[config.mk]
export PLATFORM = sky130hd
export DESIGN_NAME = note_lane_scroller
export DESIGN_NICKNAME = d
export VERILOG_FILES = /design/src/rtl/note_lane_scroller.sv
export SDC_FILE = /design/constraint.sdc
export NUM_CORES = 1
export LEC_CHECK = 0
export ABC_AREA = 1
export ABC_CLOCK_PERIOD_IN_PS = 2100
export CAP_MARGIN = 20
export CORE_MARGIN = 2
export CORE_UTILIZATION = 49
export CTS_CLUSTER_SIZE = 40
export DETAILED_ROUTE_END_ITERATION = 16
export HOLD_SLACK_MARGIN = 0.06
export PLACE_DENSITY = 0.78
export SYNTH_ARGS = -nofsm -noshare
export SYNTH_HDL_FRONTEND = slang
export SYNTH_SLANG_ARGS = --single-unit
export TNS_END_PERCENT = 5
[constraint.sdc]
create_clock -name clk -period 2.1 [get_ports clk]
set_clock_uncertainty 0.15 [all_clocks]
set_input_delay 0.42 -clock clk [delete_from_list [all_inputs] [get_ports clk]]
set_output_delay 0.42 -clock clk [all_outputs]
set_load 0.005 [all_outputs]
[src/rtl/note_lane_scroller.sv]
// rtl/note_lane_scroller.sv - one falling-note lane: spawn queue, fall, hit window, miss, flash.
// Optional streak counter built only when NOTE_STREAK_COUNTER_EN is defined.
module note_lane_scroller #(
    parameter int FALL_STEP    = 4,
    parameter int HIT_Y_MIN    = 360,
    parameter int HIT_Y_MAX    = 420,
    parameter int MISS_Y       = 480,
    parameter int FLASH_FRAMES = 8
) (
    input  logic       clk,
    input  logic       reset_n,
    input  logic       frame_tick,
    input  logic       spawn_valid,
    output logic       spawn_ready,
    input  logic       button,
    output logic [9:0] note_y_position,
    output logic       note_active,
    output logic       hit_pulse,
    output logic       miss_pulse,
    output logic [7:0] streak
);

    typedef enum logic [1:0] {IDLE, FALL, HIT_FLASH, MISS} state_t;

    localparam int FLASH_W = (FLASH_FRAMES > 1) ? $clog2(FLASH_FRAMES) : 1;
    localparam logic [FLASH_W-1:0] FLASH_LAST = FLASH_W'(FLASH_FRAMES - 1);

    state_t             state_q, state_d;
    logic               pending_q, pending_d;
    logic [9:0]         y_q, y_d;
    logic [FLASH_W-1:0] flash_cnt_q, flash_cnt_d;
    logic               hit_pulse_q, hit_pulse_d;
    logic               miss_pulse_q, miss_pulse_d;
    logic               sync1_q, sync2_q, btn_prev_q;

    logic        press;
    logic        in_window;
    logic [10:0] y_next;

    assign press     = sync2_q & ~btn_prev_q;
    assign y_next    = {1'b0, y_q} + 11'(FALL_STEP);
    assign in_window = (y_q >= 10'(HIT_Y_MIN)) && (y_q <= 10'(HIT_Y_MAX));

    always_comb begin
        state_d      = state_q;
        pending_d    = pending_q;
        y_d          = y_q;
        flash_cnt_d  = flash_cnt_q;
        hit_pulse_d  = 1'b0;
        miss_pulse_d = 1'b0;

        if (spawn_valid && !pending_q) begin
            pending_d = 1'b1;
        end

        case (state_q)
            IDLE: begin
                if (pending_q) begin
                    pending_d = 1'b0;
                    y_d       = 10'd0;
                    state_d   = FALL;
                end
            end
            FALL: begin
                // A press is judged against the pre-move y and beats a same-cycle tick.
                if (press && in_window) begin
                    hit_pulse_d = 1'b1;
                    flash_cnt_d = '0;
                    state_d     = HIT_FLASH;
                end else if (frame_tick) begin
                    if (y_next >= 11'(MISS_Y)) begin
                        miss_pulse_d = 1'b1;
                        state_d      = MISS;
                    end else begin
                        y_d = y_next[9:0];
                    end
                end
            end
            HIT_FLASH: begin
                if (frame_tick) begin
                    if (flash_cnt_q == FLASH_LAST) begin
                        flash_cnt_d = '0;
                        state_d     = IDLE;
                    end else begin
                        flash_cnt_d = flash_cnt_q + 1'b1;
                    end
                end
            end
            MISS: begin
                state_d = IDLE;
            end
            default: begin
                state_d = IDLE;
            end
        endcase
    end

    always_ff @(posedge clk) begin
        if (!reset_n) begin
            state_q      <= IDLE;
            pending_q    <= 1'b0;
            y_q          <= 10'd0;
            flash_cnt_q  <= '0;
            hit_pulse_q  <= 1'b0;
            miss_pulse_q <= 1'b0;
            sync1_q      <= 1'b0;
            sync2_q      <= 1'b0;
            btn_prev_q   <= 1'b0;
        end else begin
            state_q      <= state_d;
            pending_q    <= pending_d;
            y_q          <= y_d;
            flash_cnt_q  <= flash_cnt_d;
            hit_pulse_q  <= hit_pulse_d;
            miss_pulse_q <= miss_pulse_d;
            sync1_q      <= button;
            sync2_q      <= sync1_q;
            btn_prev_q   <= sync2_q;
        end
    end

`ifdef NOTE_STREAK_COUNTER_EN
    logic [7:0] streak_q, streak_d;

    always_comb begin
        streak_d = streak_q;
        if (miss_pulse_q) begin
            streak_d = 8'd0;
        end else if (hit_pulse_d && (streak_q != 8'hFF)) begin
            streak_d = streak_q + 8'd1;
        end
    end

    always_ff @(posedge clk) begin
        if (!reset_n) begin
            streak_q <= 8'd0;
        end else begin
            streak_q <= streak_d;
        end
    end

    assign streak = streak_q;
`else
    assign streak = 8'd0;
`endif

    assign spawn_ready     = ~pending_q;
    assign note_y_position = y_q;
    assign note_active     = (state_q == FALL);
    assign hit_pulse       = hit_pulse_q;
    assign miss_pulse      = miss_pulse_q;

endmodule
==> results of run 1 <==
how the worst max path moves through the flow:
stage | cells past startpoint | end | start | slack (ns)
floorplan | 11 | note_y_position[6] | note_y_position[3] | 0.32
global placement | 7 | state_q[1] | frame_tick | 0.17
detailed placement | 6 | flash_cnt_q[2] | frame_tick | 0.13
CTS | 10 | flash_cnt_q[2] | note_y_position[2] | 0.08
global route | 4 | note_active | state_q[1] | 0.03
finish | 1 | note_y_position[4] | note_y_position[4] | 0.12
report_power, final:
part | leakage, nW | internal [mW] | switching [mW]
Combinational | 0.448 | 0.275 | 0.332
Sequential | 0.156 | 0.444 | 0.127
Clock | 0.0177 | 0.0711 | 0.114
final cells by class:
class	instances	share of cell area, %
Multi-Input combinational cell	131	48.5
Sequential cell	19	28.3
Tap cell	30	2.77
Timing Repair Buffer	18	12.9
Inverter	20	5.54
Clock inverter	1	0.369
Clock buffer	3	1.66
registers in the layout, summed over array words and instances (netlist names):
name and cells:
btn_prev_q 1, flash_cnt_q 3, hit_pulse 1, miss_pulse 1, note_y_position 8, pending_q 1, state_q 2, sync1_q 1
sync2_q 1
cells in the final DEF (no fill, tap or decap), drive strengths merged:
master,count
dfxtp,19
o22ai,1
nand2,39
o21ai,10
o21bai,1
a21oi,14
nand4,2
nor2,27
inv,20
conb,10
clkbuf,3
clkinv,1
ha,6
a31oi,1
nand3,20
clkdlybuf4s50,16
buf,2
cell families (layout without fill, tap and decap cells):
kind of cell    Yosys count  after routing  share of synthesized area [%]
compound gates           27             27                           11.9
fa+ha+maj                 6              6                           6.20
buf+inv                  37             42                           17.4
flops                    19             19                           31.4
other cells               1             10                          0.310
simple gates             88             88                           32.9
per-layer routing:
| layer | global-route usage, % | up-vias |
|---|---|---|
| met5 | 0 | - |
| met1 | 22.8 | 499 |
| met2 | 32.5 | 27 |
| li1 | - | 573 |
| met3 | 1.67 | 4 |
| met4 | 7.69 | 0 |
per-stage QoR:
stage	power [mW]	util, %
after detailed placement	1.18	54.9
after global routing	1.49	56.2
after CTS	1.36	56.0
after global placement	1.15	54.9
final	1.36	56.2
after floorplan	0.993	-
timing repair:
action	CTS	global route
resized for setup	0	3
hold buffers	0	0
setup endpoints to repair	0	11
==> metrics, run 1 <==
status finished, final reports clean; ranking of synthesized cells by instance count nand2_1 (36), nor2_1 (25), dfxtp_1 (19), inv_1 (19), nand3_1 (16); placed cell count 218; initial antenna violation count 0; CTS root buf clkbuf_4; worst path cell trace clkdlybuf4s50_1; DRC Markers 0; DR WL met2 1210 um; vias 1103; PD cells 1010 nW/um^2; # setup viols final 0; first-pass iteration count of the detailed router 4; RR Startpoint note_y_position[2]; Final Non-Filler Cells 222; Distinct cells, synth 23; Wirelength per Cell 10.9 um; DR top layer met4; RR Endpoint flash_cnt_q[2]; Fillers 234; slowest cell on the critical path clkdlybuf4s50_1; Largest stage delay, worst path 0.57 ns; max_cap viols 0; Sum Neg Setup Slack 0 ns; vias in the first global route 941; ANT cells 0; row count 18; Crit Path Category flip-flop to output pin; unrepaired setup endpoints after global routing no; Final min period 1.98 ns; Peak VDD IR 624 uV; multi-input combinational cell area 657 um^2; maximum clock rate 505 MHz; FF+latch count, synth 19; Post-CTS Setup Bufs 0; Slew Viols, Final 0; area share of the leading cell type in the synthesized netlist 31.4%; Die H 53.7 um; Seq/Total Area, Yosys 31.4%; count leader, synth nand2_1; dominant cell type by area after synthesis dfxtp_1; WL met1 1080 um; WP data arrival 1.41 ns; share of cells above drive strength 1 10.4%; CORE AREA 2410 um^2; Post-Syn Area 1210 um^2; die span in x 53.7 um; fin nets 204; grt total ovfl 0; vias per cell 4.97; Port Buffers 16; CTS buffer count 3; final setup margin 0.121 ns; WHS 0.272 ns; DRT iter0 DRCs 32; Post-DP Area 1320 um^2; top cell family by delay on the critical path buffers and inverters; CTS tree yes; Hold Path End sync2_q; Post-DP HPWL 1830 um; Layout area overhead 11.9%; Area contributors post-synth dfxtp_1 (31%), nand2_1 (11%), buf_4 (8.7%), nor2_1 (7.7%), nand3_1 (6.6%); Ys Warns 0; Avg Inst Size Synth 6.80 um^2; crit-path max FO 10; Post-synth EDFFs 0; final hold vios 0; CP startpoint kind flip-flop; ANT nets after route 0; DR WL met3 85 um; WP buf/inv 1; Gate Count Post-Synth 178; required time of the worst setup path 1.53 ns; Clock transition at path regs 0.11 ns; R2R Setup Slk 0.20 ns; Initial Util 50.3%; clk sink count 19; Period Utilization, post-route 94.3%; IO Count 27; H-tree depth 1; r2r worst-path depth 10; Worst-Skew Late Latency 0.30 ns; WL final 2410 um; die area 2890 um^2; Routability Congestion 0.978; top_reg_cell synth dfxtp_1; FFs w/ async S/R, synth 0%; Setup crit end kind output pin; pre-CTS setup slack 0.125 ns; Hold Crit Start sync1_q; Reg area 383 um^2; post-route cell area 1360 um^2; pin count of the biggest net entering global routing 17; Hold Path Class flip-flop to flip-flop; first-pass GRT wire length 3970 um; CTS Buffer Depth 2; Leakage 0.622 nW; Hold Path Depth 2; GR Util All Layers 18.5%
Power figures use the tool's default switching activity.
==> inputs of run 2 (changes only) <==
- TNS_END_PERCENT: 5 -> 20
==> results of run 2 <==
No change in the layout: final DEF, timing and power equal those of run 1.
==> inputs of run 3 (changes only) <==
- TNS_END_PERCENT: 20 -> 100
==> results of run 3 <==
No change in the layout: final DEF, timing and power equal those of run 1.
